`config.mk`:
```
export PLATFORM = sky130hd
export DESIGN_NAME = mul_arbiter_flat
export DESIGN_NICKNAME = d
export VERILOG_FILES = /design/src/rtl/mul_arbiter_pkg.sv /design/src/rtl/mul_arbiter_if.sv /design/src/rtl/mul_arbiter_rr_pick.sv /design/src/rtl/mul_arbiter.sv /design/src/flat_wrapper.sv
export SDC_FILE = /design/constraint.sdc
export NUM_CORES = 1
export LEC_CHECK = 0
export ABC_CLOCK_PERIOD_IN_PS = 4300
export BUFFER_PORTS_ARGS = -buffer_cell sky130_fd_sc_hd__buf_2
export CORE_ASPECT_RATIO = 1.75
export CORE_MARGIN = 2
export CORE_UTILIZATION = 52
export DETAILED_ROUTE_END_ITERATION = 8
export GPL_ROUTABILITY_DRIVEN = 1
export PLACE_DENSITY_LB_ADDON = 0.25
export SYNTH_ARGS = -nofsm -noshare
export SYNTH_HDL_FRONTEND = slang
export SYNTH_SLANG_ARGS = --single-unit
```
`constraint.sdc`:
```
create_clock -name clk -period 4.3 [get_ports clk]
set_input_delay 1.29 -clock clk [delete_from_list [all_inputs] [get_ports clk]]
set_output_delay 1.29 -clock clk [all_outputs]
set_load 0.005 [all_outputs]
```
`src/rtl/mul_arbiter_pkg.sv`:
```
// Shared types and constants for the multiplier arbiter: FSM encoding,
// operand/result widths and small index helpers.
package mul_arb_pkg;

  localparam int OPW  = 4;
  localparam int RESW = 8;

  typedef enum logic [2:0] {
    ST_FLUSH = 3'd0,
    ST_IDLE  = 3'd1,
    ST_ISSUE = 3'd2,
    ST_WAIT  = 3'd3,
    ST_DONE  = 3'd4
  } state_t;

  function automatic int tmo_cw(input int timeout);
    return $clog2(timeout);
  endfunction

  function automatic int rr_index(input int ptr, input int k, input int n);
    return (ptr + k) % n;
  endfunction

endpackage

```
`src/rtl/mul_arbiter_if.sv`:
```
// Bus between the arbiter (master) and the single shared multiplier (slave).
interface mul_arbiter_if;
  import mul_arb_pkg::*;

  // m_start is a one-cycle request carrying m_a/m_b; the multiplier accepts it
  // when idle, drops m_ack, and raises m_ack with m_r valid when finished.
  // m_ack then stays high until the next accepted start.
  logic            m_start;
  logic [OPW-1:0]  m_a;
  logic [OPW-1:0]  m_b;
  logic [RESW-1:0] m_r;
  logic            m_ack;

  modport master (output m_start, output m_a, output m_b,
                  input  m_r,     input  m_ack);
  modport slave  (input  m_start, input  m_a, input  m_b,
                  output m_r,     output m_ack);

endinterface

```
`src/rtl/mul_arbiter_rr_pick.sv`:
```
// Combinational round-robin picker: first requester after ptr, wrapping.
module rr_pick
  import mul_arb_pkg::*;
#(
  parameter int NREQ = 4,
  parameter int IDXW = (NREQ > 1) ? $clog2(NREQ) : 1
) (
  input  logic [NREQ-1:0] req,
  input  logic [IDXW-1:0] ptr,
  output logic [NREQ-1:0] sel,
  output logic [IDXW-1:0] idx,
  output logic            any
);

  logic [IDXW-1:0] j;

  always_comb begin
    sel = '0;
    idx = '0;
    any = 1'b0;
    j   = '0;
    // k runs 1..NREQ so the last served requester is considered last.
    for (int k = 1; k <= NREQ; k++) begin
      j = IDXW'(rr_index(int'(ptr), k, NREQ));
      if (!any && req[j]) begin
        any    = 1'b1;
        sel[j] = 1'b1;
        idx    = j;
      end
    end
  end

endmodule

```
`src/rtl/mul_arbiter.sv`:
```
// Round-robin sharing of one repeated-addition multiplier among NREQ
// requesters, with a startup flush and a watchdog that yields error completions.
module mul_arbiter
  import mul_arb_pkg::*;
#(
  parameter int NREQ    = 4,
  parameter int TIMEOUT = 24
) (
  input  logic                 clk,
  input  logic                 rst,
  input  logic [NREQ-1:0]      req,
  input  logic [OPW*NREQ-1:0]  opa,
  input  logic [OPW*NREQ-1:0]  opb,
  output logic [NREQ-1:0]      gnt,
  output logic [NREQ-1:0]      done,
  output logic [RESW-1:0]      res,
  output logic                 err,
  mul_arbiter_if.master        mif,
  output state_t               dbg_state
);

  localparam int IDXW = (NREQ > 1) ? $clog2(NREQ) : 1;
  localparam int CW   = tmo_cw(TIMEOUT);

  state_t          state_q, state_d;
  logic [CW-1:0]   cnt_q, cnt_d;
  logic [IDXW-1:0] ptr_q, ptr_d;
  logic [IDXW-1:0] owner_q, owner_d;
  logic [NREQ-1:0] own_oh_q, own_oh_d;
  logic [NREQ-1:0] gnt_q, gnt_d;
  logic [NREQ-1:0] done_q, done_d;
  logic [RESW-1:0] res_q, res_d;
  logic            err_q, err_d;
  logic            m_start_q, m_start_d;
  logic [OPW-1:0]  m_a_q, m_a_d;
  logic [OPW-1:0]  m_b_q, m_b_d;

  logic [NREQ-1:0] pick_sel;
  logic [IDXW-1:0] pick_idx;
  logic            pick_any;
  logic [OPW-1:0]  opa_arr [NREQ];
  logic [OPW-1:0]  opb_arr [NREQ];

  for (genvar i = 0; i < NREQ; i++) begin : g_unpack
    assign opa_arr[i] = opa[i*OPW +: OPW];
    assign opb_arr[i] = opb[i*OPW +: OPW];
  end

  rr_pick #(.NREQ(NREQ), .IDXW(IDXW)) u_pick (
    .req (req),
    .ptr (ptr_q),
    .sel (pick_sel),
    .idx (pick_idx),
    .any (pick_any)
  );

  always_comb begin
    state_d   = state_q;
    cnt_d     = cnt_q;
    ptr_d     = ptr_q;
    owner_d   = owner_q;
    own_oh_d  = own_oh_q;
    gnt_d     = '0;
    done_d    = '0;
    res_d     = res_q;
    err_d     = err_q;
    m_start_d = 1'b0;
    m_a_d     = m_a_q;
    m_b_d     = m_b_q;
    case (state_q)
      ST_FLUSH: begin
        if (cnt_q == CW'(TIMEOUT - 1)) begin
          state_d = ST_IDLE;
          cnt_d   = '0;
        end else begin
          cnt_d = cnt_q + 1'b1;
        end
      end
      ST_IDLE: begin
        if (pick_any) begin
          owner_d  = pick_idx;
          own_oh_d = pick_sel;
          m_a_d    = opa_arr[pick_idx];
          m_b_d    = opb_arr[pick_idx];
          state_d  = ST_ISSUE;
        end
      end
      ST_ISSUE: begin
        gnt_d     = own_oh_q;
        m_start_d = 1'b1;
        cnt_d     = '0;
        state_d   = ST_WAIT;
      end
      ST_WAIT: begin
        // While our start is still on the bus, m_ack is the stale level of
        // the previous operation and must not be taken as completion.
        if (mif.m_ack && !m_start_q) begin
          res_d   = mif.m_r;
          err_d   = 1'b0;
          state_d = ST_DONE;
        end else if (cnt_q == CW'(TIMEOUT - 1)) begin
          res_d   = '0;
          err_d   = 1'b1;
          state_d = ST_DONE;
        end else begin
          cnt_d = cnt_q + 1'b1;
        end
      end
      ST_DONE: begin
        done_d  = own_oh_q;
        ptr_d   = owner_q;
        state_d = ST_IDLE;
      end
      default: begin
        state_d = ST_FLUSH;
        cnt_d   = '0;
      end
    endcase
  end

  always_ff @(posedge clk or posedge rst) begin
    if (rst) begin
      state_q   <= ST_FLUSH;
      cnt_q     <= '0;
      ptr_q     <= IDXW'(NREQ - 1);
      owner_q   <= '0;
      own_oh_q  <= '0;
      gnt_q     <= '0;
      done_q    <= '0;
      res_q     <= '0;
      err_q     <= 1'b0;
      m_start_q <= 1'b0;
      m_a_q     <= '0;
      m_b_q     <= '0;
    end else begin
      state_q   <= state_d;
      cnt_q     <= cnt_d;
      ptr_q     <= ptr_d;
      owner_q   <= owner_d;
      own_oh_q  <= own_oh_d;
      gnt_q     <= gnt_d;
      done_q    <= done_d;
      res_q     <= res_d;
      err_q     <= err_d;
      m_start_q <= m_start_d;
      m_a_q     <= m_a_d;
      m_b_q     <= m_b_d;
    end
  end

  assign gnt         = gnt_q;
  assign done        = done_q;
  assign res         = res_q;
  assign err         = err_q;
  assign mif.m_start = m_start_q;
  assign mif.m_a     = m_a_q;
  assign mif.m_b     = m_b_q;
  assign dbg_state   = state_q;

endmodule
```
`src/flat_wrapper.sv`:
```
// flat-port wrapper written by rule: the top's interface ports become plain ports
module mul_arbiter_flat import mul_arb_pkg::*;
#(
  parameter int NREQ    = 4,
  parameter int TIMEOUT = 24
)
  (clk, rst, req, opa, opb, gnt, done, res, err, dbg_state, mif_m_start, mif_m_a, mif_m_b, mif_m_r, mif_m_ack);
  mul_arbiter_if mif_i ();
  input  logic clk;
  input  logic rst;
  input  logic [NREQ-1:0] req;
  input  logic [OPW*NREQ-1:0] opa;
  input  logic [OPW*NREQ-1:0] opb;
  output logic [NREQ-1:0] gnt;
  output logic [NREQ-1:0] done;
  output logic [RESW-1:0] res;
  output logic err;
  output state_t dbg_state;
  output wire logic [$bits(mif_i.m_start)-1:0] mif_m_start;
  output wire logic [$bits(mif_i.m_a)-1:0] mif_m_a;
  output wire logic [$bits(mif_i.m_b)-1:0] mif_m_b;
  input wire logic [$bits(mif_i.m_r)-1:0] mif_m_r;
  input wire logic [$bits(mif_i.m_ack)-1:0] mif_m_ack;
  assign mif_m_start = mif_i.m_start;
  assign mif_m_a = mif_i.m_a;
  assign mif_m_b = mif_i.m_b;
  assign mif_i.m_r = mif_m_r;
  assign mif_i.m_ack = mif_m_ack;
  mul_arbiter #(.NREQ(NREQ), .TIMEOUT(TIMEOUT)) u_core (.clk(clk), .rst(rst), .req(req), .opa(opa), .opb(opb), .gnt(gnt), .done(done), .res(res), .err(err), .mif(mif_i), .dbg_state(dbg_state));
endmodule
```
Word level (Yosys, flattened, before mapping)
Cells that the tools add are included.
{ "word_totals": {"ff_bits": 42, "inputBits": 47, "output_inout_bits": 29} }
{ "classes": {"n_addsub": 5, "magnitude_cmp": 9, "n_eq_ne": 10, "mux": 50, "n_bitwise": 5, "n_reduce_logical": 19} }
{ "ops": {"columns": ["operator", "n"], "rows": [
  ["$mux W4", 10],
  ["$bmux W4 S2", 2],
  ["$mux W8", 2],
  ["$mux W1", 15],
  ["$mux W5", 3],
  ["$pmux W3 S5", 1],
  ["$pmux W5 S3", 1],
  ["$lt A2 B3 Y1 const B", 4],
  ["$mux W3", 4],
  ["$or A4 B4 Y4", 3],
  ["$bmux W1 S2", 4],
  ["$demux W1 S2", 4],
  ["$ge A2 B1 Y1 const B", 4],
  ["$logic_and A1 B1 Y1", 8],
  ["$mux W2", 4],
  ["$eq A3 B2 Y1 const B", 2],
  ["$reduce_and A3 Y1", 2],
  ["$add A5 B1 Y5 const B", 1],
  ["$eq A5 B5 Y1 const B", 1],
  ["$add A2 B1 Y2 const B", 2],
  ["$add A2 B2 Y2 const B", 2],
  ["$logic_not A1 Y1", 4],
  ["$ne A2 B1 Y1 const B", 2],
  ["$ne A2 B2 Y1 const B", 2],
  ["other kinds (10)", 11]
]} }

Depth between registers and ports, before layout
Gate-level depths: netlist of run 1.
{ "logic_depth": {"ltp_word": 17, "mapped_depth": 11, "ltp_nobuf": 8} }

Hierarchy
Synthesis of run 1 repeated with hierarchy kept, for this count alone.
{ "unflattened": {"cells_unflattened": 243, "hier_area_um2": 2653.8} }
{ "modules_own_cells": {"columns": ["module", "instances", "cells_per_inst", "area_per_inst_um2"], "rows": [
  ["mul_arbiter", 1, 157, 2024.4],
  ["rr_pick", 1, 86, 629.4]
]} }

Least setup slack after synthesis of run 1
OpenSTA, ideal clock, no wires.
{ "synth_path": {"path_type": "in2reg", "startpoint": "input port req[0]", "endpoint": "register u_core.m_b_q[3] (netlist: u_core.mif.m_b[3])", "setup_time_ns": 0.141, "arrival_ns": 3.138, "path_slack_ns": 1.021, "path_stages": 9, "path_buffers": 3, "path_cell_list": "buf_6 > mux4_2 > or3_4 > or2_0 > buf_2 > a21boi_1 > buf_6 > mux2i_1 > o221ai_1"} }
{ "synth_between": {"elab_chain_len": 16} }
{ "synth_rtl": {"columns": ["element", "line", "source"], "rows": [
  ["start: declaration", "flat_wrapper.sv:11", "input logic [NREQ-1:0] req;"],
  ["$bmux W1 S2", "mul_arbiter_rr_pick.sv:25", "if (!any && req[j]) begin"],
  ["$mux W1 (implied by the code)", "mul_arbiter_rr_pick.sv:25", null],
  ["$mux W1", "mul_arbiter_rr_pick.sv:25", null],
  ["$logic_not A1 Y1", "mul_arbiter_rr_pick.sv:25", null],
  ["$logic_and A1 B1 Y1", "mul_arbiter_rr_pick.sv:25", null],
  ["$mux W1", "mul_arbiter_rr_pick.sv:25", null],
  ["$logic_not A1 Y1", "mul_arbiter_rr_pick.sv:25", null],
  ["$logic_and A1 B1 Y1", "mul_arbiter_rr_pick.sv:25", null],
  ["$mux W1", "mul_arbiter_rr_pick.sv:25", null],
  ["$logic_not A1 Y1", "mul_arbiter_rr_pick.sv:25", null],
  ["$logic_and A1 B1 Y1", "mul_arbiter_rr_pick.sv:25", null],
  ["$mux W2", "mul_arbiter_rr_pick.sv:25", null],
  ["$not A2 Y3 (implied by the code)", "mul_arbiter.sv:84", "m_b_d = opb_arr[pick_idx];"],
  ["$bmux W4 S2", "mul_arbiter.sv:84", null],
  ["$mux W4 (implied by the code) (2 in a row)", "mul_arbiter.sv:84", null],
  ["end signal: assignment", "mul_arbiter.sv:147", "m_b_q <= m_b_d;"],
  ["end: declaration", "mul_arbiter.sv:36", "logic [OPW-1:0] m_b_q, m_b_d;"]
]} }
Parallel ways exist; a longest one is shown, timed or not. The select of a mux whose other input is x is not followed.
A chain may end at the register's enable or synchronous reset.

Final worst setup path of run 1
{ "layout_path": {"startpoint": "input port req[1]", "endpoint": "register u_core.m_b_q[3] (netlist: u_core.mif.m_b[3])"} }
The elaborated chain is that of the path after synthesis.

==> results of run 1 <==
[kinds of logic after synthesis]
kind of cell | Yosys count | share of synthesized area
AOI/OAI and AO/OA | 70 | 0.196
adders and majority gates | 9 | 0.0440
buffers and inverters | 25 | 0.0440
DFF | 42 | 0.412
muxes | 18 | 0.0865
and+or+nand+nor | 110 | 0.218
[placed cells by master, fill, tap and decap left out, types with 2 or more instances in the layout]
cell type and count:
buf_4 7, o211ai_1 7, clkbuf_8 5, a221oi_1 7, a22o_1 8, nor3b_1 2
or2_0 2, ha_1 9, nor4_1 8, nand3_1 8, o31ai_1 2, nand4b_1 3
nand2_1 31, mux2i_1 12, o21ai_1 2, a22oi_1 5, o22a_1 7, a21oi_1 13
and2_1 5, o21ai_0 9, clkinvlp_4 2, nand4_1 6, buf_2 75, and3_1 5
mux4_2 3, nor2_1 21, dfstp_2 2, nand2b_1 2, mux2_2 3, inv_1 5
dfrtp_1 40, nor3_1 9, nor2b_1 2
[path summary, 6_finish.rpt]
kind                                                 endpoint  cells past startpoint                           from
worst max-delay path            u_core.mif.m_b[3]$_DFFE_PP0P_                      7                         req[1]
worst min-delay path            u_core.owner_q[1]$_DFFE_PP0P_                      2  u_core.owner_q[1]$_DFFE_PP0P_
worst max register to register  u_core.mif.m_b[3]$_DFFE_PP0P_                      8    u_core.ptr_q[1]$_DFFE_PP1N_
worst min register to register  u_core.owner_q[1]$_DFFE_PP0P_                      2  u_core.owner_q[1]$_DFFE_PP0P_
max in group asynchronous         u_core.ptr_q[1]$_DFFE_PP1N_                      3                            rst
min in group asynchronous           u_core.res[5]$_DFFE_PP0P_                      3                            rst
[metal layers]
layer | wire (um) | up-vias | global-route usage | part of all wire
li1 | - | 1160 | - | -
met1 | 2390 | 1143 | 0.278 | 0.37
met2 | 3460 | 107 | 0.425 | 0.54
met3 | 360 | 19 | 0.0481 | 0.056
met4 | 189 | 0 | 0.120 | 0.030
met5 | 0 | - | 0 | 0
[flip-flops by register name, summed over array words and instances, names as in the netlist]
name,flops
u_core.res,8
u_core.mif.m_start,1
u_core.ptr_q,2
u_core.dbg_state,3
u_core.gnt,4
u_core.done,4
u_core.mif.m_b,4
u_core.own_oh_q,4
u_core.mif.m_a,4
u_core.err,1
u_core.cnt_q,5
u_core.owner_q,2
[through the flow]
step | total power [mW] | setup WS, ps | instances | util
after global routing | 2.18 | 368 | 397 | 0.649
after detailed placement | 1.75 | 299 | 389 | 0.629
after floorplan | 1.44 | 1020 | 274 | -
after CTS | 2.01 | 615 | 397 | 0.649
final | 2.01 | 604 | 397 | 0.649
after global placement | 1.72 | 353 | 389 | 0.629
[synth_stat cells (2+ instances only)]
library cell and number:
nand2_1 31, a221oi_1 7, and3_1 5, nand4_1 6
o21ai_0 9, o31ai_1 2, nor3_1 9, nand3_1 8
nor2_1 21, clkbuf_1 13, a22oi_1 5, a22o_1 8
nor4_1 8, a21oi_1 13, mux4_2 3, mux2_2 3
o211ai_1 7, ha_1 9, nor2b_1 2, buf_2 3
or2_0 2, nor3b_1 2, inv_1 5, buf_6 2
and2_1 5, mux2i_1 12, dfstp_2 2, nand2b_1 2
nand4b_1 3, o22a_1 7, o21ai_1 2, dfrtp_1 40
[worst max-delay path: stages]
cell and delay, ps:
buf_2 170, mux4_2 560, nor2b_1 410, or2_0 200
a21boi_1 820, mux2i_1 270, o221ai_1 130
[power groups by stage]
| stage | clock network [mW] | registers (mW) | logic [mW] |
|---|---|---|---|
| 3_3_place_gp | 0 | 0.682 | 1.04 |
| 4_1_cts | 0.271 | 0.682 | 1.06 |
| 3_5_place_dp | 0 | 0.690 | 1.06 |
| 6_report | 0.263 | 0.681 | 1.07 |
| 2_1_floorplan | 0 | 0.644 | 0.796 |
| 5_1_grt | 0.291 | 0.707 | 1.18 |
[final cells by class]
| cell class | instances | area, um^2 |
|---|---|---|
| clock buffer | 5 | 68.8 |
| clock inverter | 3 | 23.8 |
| fill | 402 | 1650 |
| inverter | 6 | 22.5 |
| multi-input combinational | 207 | 1390 |
| sequential | 42 | 1050 |
| tap | 52 | 65.1 |
| timing repair buffer | 82 | 428 |
==> results.json, run 1 <==
{
  "drt_iter0_markers": 95,
  "r2r_slack_ps": 630,
  "portBuffers": 75,
  "drt_pass1_iterations": 4,
  "yosysWarnings": 0,
  "whs_ps": 493,
  "ioPinCount": 76,
  "p_int_mw": 1.13,
  "cp.arrival_ps": 3850,
  "crit_path_end_kind": "flop",
  "clock-root-buffer": "clkbuf_8",
  "dieArea_um2": 5520,
  "antenna_found_initial": 0,
  "finClkSkew_ps": 10.0,
  "clkTransAtPathRegs_ps": 80,
  "final_area_um2": 3060,
  "tightestPinTransition_ps": 1010,
  "dpl.hpwl_um": 4890,
  "h-tree-depth": 2,
  "cp_max_fo": 13,
  "yosys_most_used_dff": "dfrtp_1",
  "max_freq_ghz": 0.271,
  "drtAntennaViolNets": 0,
  "wl_um": 6400,
  "synth-seq-area-share": 0.412,
  "num_vias": 2429,
  "cts-buffers-inserted": 5,
  "first_global_vias": 2383,
  "switching_share": 0.437,
  "p_comb_frac": 0.530,
  "grt_usage": 0.245,
  "p_switching_mw": 0.877,
  "synth_top_area_frac": 0.391,
  "fp.dieH_um": 96.8,
  "num_antenna_cells": 0,
  "maxSlewViolCount": 0,
  "clk_path_buf_depth": 2,
  "synth_fp_nets": 330,
  "outcome": "finished, final reports clean",
  "fp-row-count": 33,
  "vdd_drop_max_uv": 445,
  "max_slew_margin": 0.322,
  "cts.sinks": 42,
  "via_per_inst": 6.12,
  "grt_max_degree": 43,
  "netlist_area_um2": 2560,
  "post_dp_cell_area_um2": 2960,
  "seqPwrFrac": 0.339,
  "initial_core_util": 0.544,
  "yosys_register_bits": 42,
  "fin_crit_ps": 3700,
  "synthToLayoutAreaGrowth_pct": 19.4,
  "drv_cap": 0,
  "cp.required_ps": 4460,
  "clock_latency_ps": 300,
  "core_area_um2": 4710,
  "worstSetupPathType": "input pin to flop",
  "avgRoutedWirePerCell_um": 16.1,
  "cp-start-kind": "input pin",
  "overflow": 0,
  "cellLeakagePower_nw": 1.48,
  "yosysUniqueCellTypes": 50,
  "cts_tree": "done",
  "yosys.area.top_type": "dfrtp_1",
  "synth.area.top_cells": "dfrtp_1 39%, mux2i_1 4.7%, nand2_1 4.5%",
  "cts_resized": 0,
  "finalSetupTns_ps": 0,
  "cts_setup_buffers": 0,
  "postSynthCellCount": 274,
  "gp_congestion": 0.889,
  "setup_violations": 0,
  "cts_hold_buf": 0,
  "drive_gt1_frac": 0.299,
  "grt_pass1_wl_um": 10900,
  "hold_class": "flop to flop",
  "chipWidth_um": 57.0,
  "synth_edf_count": 0,
  "p_per_area_nw_per_um2": 658,
  "period_share": 0.860,
  "fin_nets": 400,
  "syn_avg_cell_area_um2": 9.34,
  "drcViolationCount": 0,
  "power.clock.fraction": 0.131,
  "synth_async_sr_flop_share": 1.00,
  "timing.final.hold_violations": 0,
  "rsz0062_at_grt": "false"
}
Power figures use the tool's default switching activity.
==> run 2, diff against run 1 <==
ABC_CLOCK_PERIOD_IN_PS = 3600   (was 4300)
clock period = 3.6 ns   (was 4.3 ns; I/O delays follow)
==> run 2 against run 1 <==
Clock power increased by 70%. Count of clock-buffer cells in the layout unchanged. Sequential power grew 16%. Worst hold slack worse by 8.2 ps. Power rose by 28%. Die area unchanged. Register-to-register slack got worse by 210 ps. Routed wire length about the same. Non-clock buffer count grew 3. Clock skew shrank 1.7 ps.
==> results.json, run 2 (synthesized netlist as in run 1, its figures left out) <==
{
  "outcome": "finished, final reports clean",
  "max_freq_ghz": 0.315,
  "layout_common_cells": "75 x buf_2, 40 x dfrtp_1, 31 x nand2_1",
  "timing.final.hold_violations": 0,
  "power.total_mw": 2.57,
  "tightestPinTransition_ps": 1130,
  "setup_violations": 0,
  "switching_share": 0.407,
  "ioPinCount": 76,
  "critPathTopFamily": "flip-flops",
  "maxSlewViolCount": 0,
  "max_slew_margin": 0.243,
  "final_common_cell": "buf_2",
  "grt_max_degree": 35,
  "vdd_drop_max_uv": 548,
  "cts.sinks": 42,
  "initial_core_util": 0.544,
  "p_per_area_nw_per_um2": 824,
  "clock_latency_ps": 300,
  "finalSetupTns_ps": 0,
  "chipWidth_um": 57.0,
  "p_switching_mw": 1.05,
  "dpl.hpwl_um": 4980,
  "largest_reg_flops": 8,
  "cp.depth": 9,
  "grt_pass1_wl_um": 10800,
  "cts_setup_buffers": 0,
  "fp-row-count": 33,
  "fin_crit_ps": 3180,
  "crit_chain": "inv_1 > ha_1 > mux4_2 > or3_4 > or2_0 > a21boi_1 > buf_4 > mux2i_1 > o211ai_1",
  "drv_cap": 0,
  "clkTransAtPathRegs_ps": 80,
  "cellLeakagePower_nw": 1.52,
  "cp-start-kind": "flop",
  "r2r.worst_path.cells": 9,
  "gp_congestion": 0.874,
  "slowest_delay_ps": 720,
  "p_comb_frac": 0.519,
  "dieArea_um2": 5520,
  "drtAntennaViolNets": 0,
  "crit_path_end_kind": "flop",
  "worstSetupPathType": "flop to flop",
  "cp.arrival_ps": 3340,
  "clk_path_buf_depth": 2,
  "cts-buffers-inserted": 5,
  "fill_cells": 397,
  "wl_um": 6390,
  "cts_tree": "done",
  "finalNonFillerCells": 400,
  "h-tree-depth": 2,
  "cts_resized": 0,
  "crit_slowest_cell": "dfstp_2",
  "hold_class": "flop to flop",
  "cp_max_fo": 14,
  "seqPwrFrac": 0.307,
  "drt_iter0_markers": 90,
  "dp.cells": 392,
  "drt_pass1_iterations": 4,
  "cp.required_ps": 3760,
  "power.clock.fraction": 0.174,
  "period_share": 0.882,
  "drive_gt1_frac": 0.305,
  "avgRoutedWirePerCell_um": 16.0,
  "drcViolationCount": 0,
  "p_int_mw": 1.52,
  "whs_path_depth": 2,
  "fp.dieH_um": 96.8,
  "overflow": 0,
  "synthToLayoutAreaGrowth_pct": 22.0,
  "num_vias": 2401,
  "core_area_um2": 4710,
  "fin_nets": 403,
  "antenna_found_initial": 0,
  "num_antenna_cells": 0,
  "finClkSkew_ps": 8.34,
  "via_per_inst": 6.00,
  "cts_hold_buf": 0,
  "path_buf_inv": 2,
  "clock-root-buffer": "clkbuf_8",
  "first_global_vias": 2347,
  "portBuffers": 75,
  "rsz0062_at_grt": "false",
  "grt_usage": 0.243
}
-- run 2: cell types whose count changed in the layout (fill, tap and decap cells not counted) --
| cell | previous run | this run |
|---|---|---|
| clkinvlp_4 | 2 | 0 |
| clkinv_4 | 0 | 1 |
| inv_6 | 1 | 0 |
| bufinv_16 | 0 | 2 |
| buf_4 | 7 | 10 |
-- run 2: worst paths after layout --
check | from | end | slack [ps]
worst max-delay path | u_core.ptr_q[1]$_DFFE_PP1N_ | u_core.mif.m_a[1]$_DFFE_PP0P_ | 420
worst min-delay path | u_core.owner_q[1]$_DFFE_PP0P_ | u_core.owner_q[1]$_DFFE_PP0P_ | 490
worst max register to register | u_core.ptr_q[1]$_DFFE_PP1N_ | u_core.mif.m_a[1]$_DFFE_PP0P_ | 420
worst min register to register | u_core.owner_q[1]$_DFFE_PP0P_ | u_core.owner_q[1]$_DFFE_PP0P_ | 490
max in group asynchronous | rst | u_core.mif.m_a[3]$_DFFE_PP0P_ | 2000
min in group asynchronous | rst | u_core.done[1]$_DFF_PP0_ | 830
-- run 2: power groups by stage --
stage | clock network [mW] | logic [mW] | registers [mW]
4_1_cts | 0.449 | 1.34 | 0.790
3_3_place_gp | 0 | 1.30 | 0.789
2_1_floorplan | 0 | 0.951 | 0.769
5_1_grt | 0.476 | 1.49 | 0.814
6_report | 0.447 | 1.34 | 0.790
3_5_place_dp | 0 | 1.33 | 0.800
-- run 2: metal layers --
layer,track usage,vias up,share of wire
li1,-,1170,-
met1,0.288,1134,0.39
met2,0.420,81,0.54
met3,0.0374,16,0.042
met4,0.111,0,0.028
met5,0,-,0
-- run 2: metrics by stage --
stage	setup slack, ps	hold WS [ps]	instance area [um^2]	utilization
3_3_place_gp	404	458	2990	0.634
3_5_place_dp	339	468	2990	0.634
4_1_cts	433	488	3120	0.663
6_report	424	485	3120	0.663
5_1_grt	228	518	3120	0.663
2_1_floorplan	433	443	2560	-
-- run 2: area by class of cell --
class	count	area, um^2	share of cell area
clock buffers	5	68.8	0.0220
clock inverters	3	68.8	0.0220
inverters	6	22.5	0.00721
multi-input cells	207	1390	0.446
flip-flops and latches	42	1050	0.337
well taps	52	65.1	0.0208
repair buffers	85	450	0.144
-- run 2: worst register-to-register path, delay by kind of cell (launching register included) --
kind	cells	cell delay, ps
AOI/OAI and AO/OA	2	290
muxes	2	540
and+or+nand+nor	2	690
buffers and inverters	2	370
adders and majority gates	1	440
DFF	1	720
